<file path="src/rtl/rmw_memory_pkg.sv">
// rmw_memory_pkg: command opcodes, FSM states and response decode shared by rmw_memory
package rmw_memory_pkg;
  typedef enum logic [1:0] {
    OP_READ  = 2'b00,
    OP_WRITE = 2'b01,
    OP_INC   = 2'b10,
    OP_CLEAR = 2'b11
  } op_t;
  typedef enum logic [2:0] {
    IDLE,
    RD,
    WR,
    INC_RD,
    INC_WR,
    CLR,
    CLR_DONE
  } state_t;
  function automatic logic responds(input state_t s);
    return s == RD || s == WR || s == INC_WR || s == CLR_DONE;
  endfunction
endpackage

</file>
<file path="src/rtl/rmw_memory_ram_sp.sv">
// ram_sp: single-port RAM, 1-cycle read latency, no reset.
// Ports: clk; a word address; din write data; we write enable; dout registered read data.
// RAM_BYPASS_EN defined selects write-first, otherwise a same-address read returns the old word.
module ram_sp
  import rmw_memory_pkg::*;
#(
  parameter int WIDTH = 8,
  parameter int DEPTH = 16
) (
  input  logic                     clk,
  input  logic [$clog2(DEPTH)-1:0] a,
  input  logic [WIDTH-1:0]         din,
  input  logic                     we,
  output logic [WIDTH-1:0]         dout
);
  logic [WIDTH-1:0] mem [DEPTH];
  always_ff @(posedge clk) begin
    if (we) mem[a] <= din;
`ifdef RAM_BYPASS_EN
    dout <= we ? din : mem[a];
`else
    dout <= mem[a];
`endif
  end
endmodule

</file>
<file path="src/rtl/rmw_memory.sv">
// rmw_memory: single-port RAM behind a valid/ready port with READ, WRITE, atomic INC and CLEAR-all.
// Ports: clk; reset (sync, active high); cmd_valid/cmd_ready handshake; cmd_op (00 rd, 01 wr,
// 10 inc, 11 clear); cmd_addr; cmd_data; rsp_valid one-cycle completion pulse; rsp_data result
// (held between pulses); busy high whenever not idle.
// RAM_BYPASS_EN defined makes the RAM write-first, so a WRITE responds with its own data.
module rmw_memory
  import rmw_memory_pkg::*;
#(
  parameter int WIDTH = 8,
  parameter int DEPTH = 16
) (
  input  logic                     clk,
  input  logic                     reset,
  input  logic                     cmd_valid,
  output logic                     cmd_ready,
  input  logic [1:0]               cmd_op,
  input  logic [$clog2(DEPTH)-1:0] cmd_addr,
  input  logic [WIDTH-1:0]         cmd_data,
  output logic                     rsp_valid,
  output logic [WIDTH-1:0]         rsp_data,
  output logic                     busy
);
  localparam int AW = $clog2(DEPTH);
  state_t state, state_n;
  op_t op;
  logic [AW-1:0] addr, cnt, ram_a;
  logic [WIDTH-1:0] ram_din, ram_dout, rsp_q, inc;
  logic ram_we, accept, last;
  assign op = op_t'(cmd_op);
  assign cmd_ready = state == IDLE;
  assign busy = state != IDLE;
  assign accept = cmd_valid && cmd_ready;
  assign last = cnt == AW'(DEPTH - 1);
  assign inc = ram_dout + WIDTH'(1);
  assign rsp_valid = responds(state);
  // READ/WRITE results come straight off the RAM in their response cycle; everything else is registered
  assign rsp_data = (state == RD || state == WR) ? ram_dout : rsp_q;
  // The address is presented combinationally at accept so the read completes at the accept edge
  assign ram_a = state == IDLE ? cmd_addr : state == CLR ? cnt : addr;
  assign ram_din = state == INC_RD ? inc : state == CLR ? '0 : cmd_data;
  // Writes are suppressed while reset is asserted so an aborted sweep stops at word k-1
  assign ram_we = !reset && (state == INC_RD || state == CLR || (accept && op == OP_WRITE));
  always_ff @(posedge clk) begin
    if (reset) begin
      state <= IDLE;
      cnt   <= '0;
      addr  <= '0;
      rsp_q <= '0;
    end else begin
      state <= state_n;
      cnt   <= state == CLR ? cnt + AW'(1) : '0;
      if (accept) addr <= cmd_addr;
      if (state == RD || state == WR) rsp_q <= ram_dout;
      else if (state == INC_RD) rsp_q <= inc;
      else if (state == CLR && last) rsp_q <= '0;
    end
  end
  always_comb begin
    state_n = state;
    case (state)
      IDLE:    if (accept) state_n = op == OP_READ ? RD : op == OP_WRITE ? WR : op == OP_INC ? INC_RD : CLR;
      INC_RD:  state_n = INC_WR;
      CLR:     state_n = last ? CLR_DONE : CLR;
      default: state_n = IDLE;
    endcase
  end
  ram_sp #(.WIDTH(WIDTH), .DEPTH(DEPTH)) u_ram (
    .clk (clk),
    .a   (ram_a),
    .din (ram_din),
    .we  (ram_we),
    .dout(ram_dout)
  );
endmodule

</file>
<file path="config.mk">
export PLATFORM = sky130hd
export DESIGN_NAME = rmw_memory
export DESIGN_NICKNAME = d
export VERILOG_FILES = /design/src/rtl/rmw_memory_pkg.sv /design/src/rtl/rmw_memory_ram_sp.sv /design/src/rtl/rmw_memory.sv
export SDC_FILE = /design/constraint.sdc
export NUM_CORES = 1
export LEC_CHECK = 0
export ABC_AREA = 1
export CAP_MARGIN = 40
export CORE_MARGIN = 10
export CORE_UTILIZATION = 45
export CTS_CLUSTER_DIAMETER = 80
export CTS_CLUSTER_SIZE = 20
export DETAILED_ROUTE_END_ITERATION = 10
export SLEW_MARGIN = 20
export SYNTH_ARGS = -nofsm -noshare
export SYNTH_HDL_FRONTEND = slang
export SYNTH_SLANG_ARGS = --single-unit
</file>
<file path="constraint.sdc">
create_clock -name clk -period 3 [get_ports clk]
set_input_delay 0.6 -clock clk [delete_from_list [all_inputs] [get_ports clk]]
set_output_delay 0.6 -clock clk [all_outputs]
set_load 0.005 [all_outputs]
</file>
### After elaboration in Yosys (flattened, before gate mapping)

Memory sizes are Yosys's and may differ from the RTL's. A register that Yosys moved wholly into a read port is not among the register bits.
Index checks and enable logic that the tools add are counted.

| storage, ports and cells | value |
|---|---|
| bits in registers | 19 |
| input port bits | 17 |
| bits in writable memories | 128 |
| output and inout port bits | 11 |
| logic and storage cells | 49 |
| memories | 1 |

| cells by class | value |
|---|---|
| reduce and logical (&&, ||, !) cells | 15 |
| bitwise gates (word level) | 1 |
| add/sub/neg operators | 2 |
| equality and inequality tests | 10 |
| mux-type cells | 16 |

Memories:

| memory | depth | width | read ports | clocked after Yosys merged registers in | wr ports | line | source |
|---|---|---|---|---|---|---|---|
| u_ram.mem | 16 | 8 | 1 | 1 | 1 | rmw_memory_ram_sp.sv:16 | `logic [WIDTH-1:0] mem [DEPTH];` |

Operators by type and width:

| kind | number |
|---|---|
| two-way mux 8 bit | 6 |
| two-way mux 3 bit | 4 |
| equality test 3 bit, second input constant | 3 |
| case mux 3 bit (3 select lines) | 1 |
| adder 8 x 1 -> 8 bit, second input constant | 1 |
| two-way mux 4 bit | 2 |
| equality test 3 x 2 -> 1 bit, second input constant | 2 |
| nonzero test 3 bit | 2 |
| logical OR 1 bit | 5 |
| adder 4 x 1 -> 4 bit, second input constant | 1 |
| equality test 4 bit, second input constant | 1 |
| logical AND 1 bit | 4 |
| equality test 3 x 1 -> 1 bit, second input constant | 1 |
| logical NOT 3 bit | 1 |
| equality test 2 x 1 -> 1 bit, second input constant | 1 |
| equality test 2 bit, second input constant | 1 |
| logical NOT 2 bit | 1 |
| two-way mux 1 bit | 2 |
| two-way mux 2 bit | 1 |
| inequality test 2 x 1 -> 1 bit, second input constant | 1 |
| OR reduction 2 bit | 1 |
| logical NOT 1 bit | 1 |
| NOT 1 bit | 1 |

### Logic depth before layout (Yosys ltp)

Gate-level depths: netlist of the first run.

| logic depth | value |
|---|---|
| depth after elaboration | 7 |
| depth in mapped cells | 15 |
| mapped depth without buffers | 13 |

### By module

Synthesis of the first run repeated with hierarchy kept, for this count alone.

| unflattened totals | value |
|---|---|
| cell total of the unflattened synthesis | 757 |
| area, all modules | 6860.3 µm² |

Modules (own cells, without submodules):

| module | area each (µm²) | instances | sequential area each (µm²) | cells an instance |
|---|---|---|---|---|
| ram_sp | 5592.9 | 1 | 4003.8 | 548 |
| rmw_memory | 1267.5 | 1 | 380.4 | 209 |

### Least setup slack after synthesis of the first run

No wires, ideal clock.

| timing path | value |
|---|---|
| path kind | register to register |
| start | register state[2] |
| end | memory u_ram.mem[14][0] (enable) |
| path buffers | 2 |
| setup time | 0.370 ns |
| clock period less this slack | 2.124 ns |
| data required time | 2.630 ns |
| cell stages (with the launch flop) | 10 |
| setup slack | 0.876 ns |
| arrival | 1.754 ns |
| path through | dfxtp_1 > buf_2 > nand2_1 > nor2_4 > nor3_1 > nor2_4 > inv_2 > buf_4 > nand3_1 > nor2_1 |

| on the way | value |
|---|---|
| longest elaborated chain between the ends | 7 |
| elaborated cells on any way between the ends | 12 |
| those cells by class | eq/ne: 2; mux: 4; reduce/logical: 6 |

Ends and longest elaborated chain:

| element | line | source |
|---|---|---|
| start, declared | rmw_memory.sv:24 | `state_t state, state_n;` |
| start signal, assigned | rmw_memory.sv:50 | `state <= state_n;` |
| logical NOT 3 bit | rmw_memory.sv:30, rmw_memory.sv:39 |  |
| logical AND 1 bit | rmw_memory.sv:32 | `assign accept = cmd_valid && cmd_ready;` |
| logical AND 1 bit | rmw_memory.sv:42 | `assign ram_we = !reset && (state == INC_RD \|\| state == CLR \|\| (accept && op == OP_WRITE));` |
| logical OR 1 bit | rmw_memory.sv:42 |  |
| logical AND 1 bit | rmw_memory.sv:42 |  |
| two-way mux 1 bit | rmw_memory_ram_sp.sv:18 | `if (we) mem[a] <= din;` |
| two-way mux 1 bit (implied by the code) | rmw_memory_ram_sp.sv:18 |  |
| end, declared | rmw_memory_ram_sp.sv:16 |  |

Several ways; a longest one is shown, not always the timed one.

### Worst setup path in the final report of the first run

| timing path | value |
|---|---|
| start | register state[0] |
| end | output rsp_data[6] |

| on the way | value |
|---|---|
| longest elaborated chain between the ends | 3 |
| elaborated cells on any way between the ends | 4 |
| those cells by class | eq/ne: 2; mux: 1; reduce/logical: 1 |

Ends and longest elaborated chain:

| element | line | source |
|---|---|---|
| equality test 3 x 1 -> 1 bit / equality test 3 x 2 -> 1 bit (equally long branches) | rmw_memory.sv:37 | `assign rsp_data = (state == RD \|\| state == WR) ? ram_dout : rsp_q;` |
| logical OR 1 bit (*) | rmw_memory.sv:37 |  |
| two-way mux 8 bit (*) | rmw_memory.sv:37 |  |
| end, declared | rmw_memory.sv:20 | `output logic [WIDTH-1:0] rsp_data,` |

Mark *: on every way between the ends. The rest lies on a longest branch, timed or not.

==> results of run 1 <==
-- power breakdown --
part	total [W]	switching [W]	internal (W)
clock	0.00201	0.000920	0.00109
sequential	0.00244	0.0000464	0.00239
combinational	0.000780	0.000514	0.000265
-- placed cells by master (no fill, tap or decap), types with 6 or more instances in the layout --
cell / count
a31oi_1: 6
dfxtp_1: 27
a21oi_1: 9
inv_2: 9
o21ai_0: 6
clkdlybuf4s50_1: 27
nand3_1: 112
nand2_1: 322
nor2_1: 35
inv_1: 32
buf_4: 36
edfxtp_1: 128
clkbuf_16: 17
nor2_2: 6
-- state kept, by name, summed over array words and instances, names as in the netlist --
name        flops
state           3
cnt             4
u_ram.mem     128
rsp_q           8
addr            4
u_ram.dout      8
-- path summary, 6_finish.rpt --
check,endpoint,cells after the start,start,slack [ns]
setup / recovery,rsp_data[6],7,state[0],0.17
hold / removal,addr[1],2,addr[1],0.47
setup reg to reg,u_ram.mem[1][2],10,state[1],0.63
hold reg to reg,addr[1],2,addr[1],0.47
-- routing by layer --
layer / up-vias / track usage / share of wire
li1: 2585 / - / -
met1: 2449 / 0.213 / 0.43
met2: 161 / 0.292 / 0.50
met3: 23 / 0.0462 / 0.057
met4: 0 / 0.0516 / 0.017
met5: - / 0 / 0
-- critical path: cells and delay by family, from the launching register on --
kind / cells / cell delay (ns)
buf+inv: 2 / 0.73
simple gates: 5 / 0.65
flops: 1 / 0.43
-- metrics by stage --
stage	utilization	std cells	hold WS [ns]
global placement	0.497	968	0.466
CTS	0.534	1000	0.475
global route	0.534	1000	0.501
detailed placement	0.497	968	0.465
finish	0.534	1000	0.473
floorplan	-	750	0.430
-- layout make-up --
| cell class | count | area, um2 | area share |
|---|---|---|---|
| Tap cell | 188 | 235 | 0.0290 |
| Timing Repair Buffer | 63 | 541 | 0.0666 |
| Clock buffer | 17 | 425 | 0.0524 |
| Clock inverter | 15 | 131 | 0.0162 |
| Sequential cell | 155 | 4380 | 0.540 |
| Multi-Input combinational cell | 521 | 2250 | 0.277 |
| Inverter | 41 | 154 | 0.0189 |
-- cell families after synthesis --
group / share of synthesized area
adders and majority gates: 0.00719
DFF: 0.630
buffers and inverters: 0.0476
AOI/OAI and AO/OA: 0.0201
and+or+nand+nor: 0.293
xor gates and xnor gates: 0.00252
-- what timing repair did --
action | in CTS | in global routing
gates resized for setup | 0 | 1
endpoints found under the hold margin | 0 | 0
endpoints found under the setup margin | 0 | 6
==> metrics.txt, run 1 <==
# TYPE chip_impl_metric gauge
chip_impl_info{name="run_status",value="finished, final reports clean"} 1
chip_impl_info{name="synth_top_area_cell",value="edfxtp_1"} 1
chip_impl_info{name="crit_path_cell_trace",value="nor2_2 > nor2_1 > nand2_2 > inv_1 > nand2_1 > nand2_1 > clkdlybuf4s50_1"} 1
chip_impl_info{name="crit_path_top_cell_by_count",value="nand2_1"} 1
chip_impl_metric{name="critPathRequiredTime",unit="ns"} 2.40
chip_impl_info{name="setup.worst_path.class",value="flop to output pin"} 1
chip_impl_metric{name="timing_worst_slew_pin_value",unit="ns"} 0.755
chip_impl_info{name="ys.flop_type",value="edfxtp_1"} 1
chip_impl_metric{name="die_width",unit="um"} 144
chip_impl_metric{name="boundaryPins",unit=""} 28
chip_impl_metric{name="number_of_distinct_standard_cells_referenced_by_the_synthesized_netlist",unit=""} 26
chip_impl_metric{name="syn2layout_area_growth",unit="%"} 16.7
chip_impl_metric{name="grt_start_max_net_pins",unit=""} 65
chip_impl_metric{name="detail_route.vias_per_cell",unit=""} 5.22
chip_impl_metric{name="setup_ws",unit="ns"} 0.166
chip_impl_info{name="critical_path.slowest_cell",value="clkdlybuf4s50_1"} 1
chip_impl_metric{name="gp_congestion",unit=""} 0.874
chip_impl_metric{name="gr-usage-all-layers",unit=""} 0.173
chip_impl_metric{name="drive_gt1_frac",unit=""} 0.113
chip_impl_metric{name="synthesis.instances",unit=""} 750
chip_impl_metric{name="crit_fanout",unit=""} 13
chip_impl_metric{name="slew-limit-headroom",unit=""} 0.495
chip_impl_metric{name="final_min_period_over_clock_period",unit=""} 0.945
chip_impl_metric{name="fp.dieH",unit="um"} 144
chip_impl_metric{name="antenna-diode-count",unit=""} 0
chip_impl_info{name="rsz_0062_raised_after_global_routing",value="false"} 1
chip_impl_info{name="cp-end-kind",value="output pin"} 1
chip_impl_metric{name="number_of_synthesized_register_bits",unit=""} 155
chip_impl_metric{name="routed_wirelength_normalized_by_instance_count",unit="um"} 16.9
chip_impl_info{name="startpoint_type",value="flop"} 1
chip_impl_metric{name="postSynth.asyncResetShare",unit=""} 0
chip_impl_metric{name="total_core_area",unit="um2"} 15200
chip_impl_metric{name="count_of_flip_flops_with_a_built_in_enable_after_synthesis",unit=""} 128
chip_impl_metric{name="cts_setup_buffers",unit=""} 0
chip_impl_info{name="hold_class",value="flop to flop"} 1
chip_impl_metric{name="design.final.nets",unit=""} 820
chip_impl_metric{name="cap_viol_max_count",unit=""} 0
chip_impl_metric{name="hold_viol_final",unit=""} 0
chip_impl_metric{name="worst-endpoint-arrival",unit="ns"} 2.23
chip_impl_metric{name="finalSetupViolCount",unit=""} 0
chip_impl_metric{name="numClockSinks",unit=""} 155
chip_impl_metric{name="portBuffers",unit=""} 27
chip_impl_metric{name="yosys_warnings",unit=""} 0
chip_impl_metric{name="detailroute.via_count",unit=""} 5218
chip_impl_metric{name="finalPower",unit="W"} 0.00523
chip_impl_metric{name="gr-total-overflow",unit=""} 0
chip_impl_metric{name="grt_pass1_vias",unit=""} 5222
chip_impl_metric{name="mappedNetlistArea",unit="um2"} 6960
chip_impl_metric{name="grt_first_pass_wirelength",unit="mm"} 27.5
chip_impl_metric{name="detailedRoute.firstIterationViolations",unit=""} 357
chip_impl_metric{name="postPlaceCellArea",unit="um2"} 7560
chip_impl_metric{name="netlist.area_leader.share",unit=""} 0.552
chip_impl_metric{name="average_cell_area_after_synthesis",unit="um2"} 9.28
chip_impl_metric{name="die_area",unit="um2"} 20800
chip_impl_metric{name="filler_cell_count",unit=""} 1364
chip_impl_metric{name="grt_antenna_before_repair",unit=""} 0
chip_impl_metric{name="final_period_minus_worst_setup_slack",unit="ns"} 2.83
chip_impl_metric{name="ctsLongestPathBuffers",unit=""} 2
chip_impl_metric{name="timing.final.max_slew_violations",unit=""} 0
chip_impl_metric{name="layout.cell_area.non_filler",unit="um2"} 8120
chip_impl_metric{name="detailedPlace.worstSlack",unit="ns"} 0.368
chip_impl_info{name="cts.root.buffer_cell",value="clkbuf_16"} 1
chip_impl_metric{name="place.detailed.hpwl",unit="mm"} 11.3
chip_impl_metric{name="max_clock_freq",unit="GHz"} 0.353
chip_impl_info{name="synth.cells.most_frequent",value="nand2_1 (323), edfxtp_1 (128), nand3_1 (113)"} 1
chip_impl_metric{name="antenna_violating_nets_post_route",unit=""} 0
chip_impl_metric{name="leakagePower",unit="nW"} 3.41
chip_impl_metric{name="post_cts_hold_buffer_count",unit=""} 0
chip_impl_metric{name="finalWirelength",unit="mm"} 16.9
chip_impl_metric{name="number_of_buffers_created_by_cts",unit=""} 17
chip_impl_metric{name="clkTransAtPathRegs",unit="ns"} 0.06
chip_impl_metric{name="final.setup_skew",unit="ns"} 0.00777
chip_impl_info{name="netlist_top_cells_area",value="edfxtp_1 (55%), nand2_1 (17%), nand3_1 (8.1%)"} 1
chip_impl_metric{name="synth_seq_area_share",unit=""} 0.630
chip_impl_metric{name="slowest_cell_delay_on_critical_path",unit="ns"} 0.50
chip_impl_metric{name="h_tree_levels",unit=""} 4
chip_impl_metric{name="std_cell_rows",unit=""} 45
chip_impl_metric{name="drt_drc_violations_left",unit=""} 0
chip_impl_metric{name="ir_worst_vdd",unit="mV"} 0.433
chip_impl_metric{name="cellPowerDensity",unit="nW/um2"} 643
chip_impl_metric{name="setup_tns",unit="ns"} 0
chip_impl_metric{name="start_util",unit=""} 0.458
chip_impl_info{name="synth.most_common_cell",value="nand2_1"} 1
chip_impl_metric{name="worst_skew_pair.late_latency",unit="ns"} 0.43
chip_impl_info{name="cts_tree",value="yes"} 1
chip_impl_metric{name="number_of_nets_in_the_synthesized_netlist",unit=""} 771
chip_impl_metric{name="drt_pre_antenna_iters",unit=""} 5
Power figures use the tool's default switching activity.
==> inputs of run 2 (changes only) <==
CTS_CLUSTER_SIZE = 8   (was 20)
==> results of run 2 <==
Same layout as run 1: the final DEF is identical, and so are final timing and power.
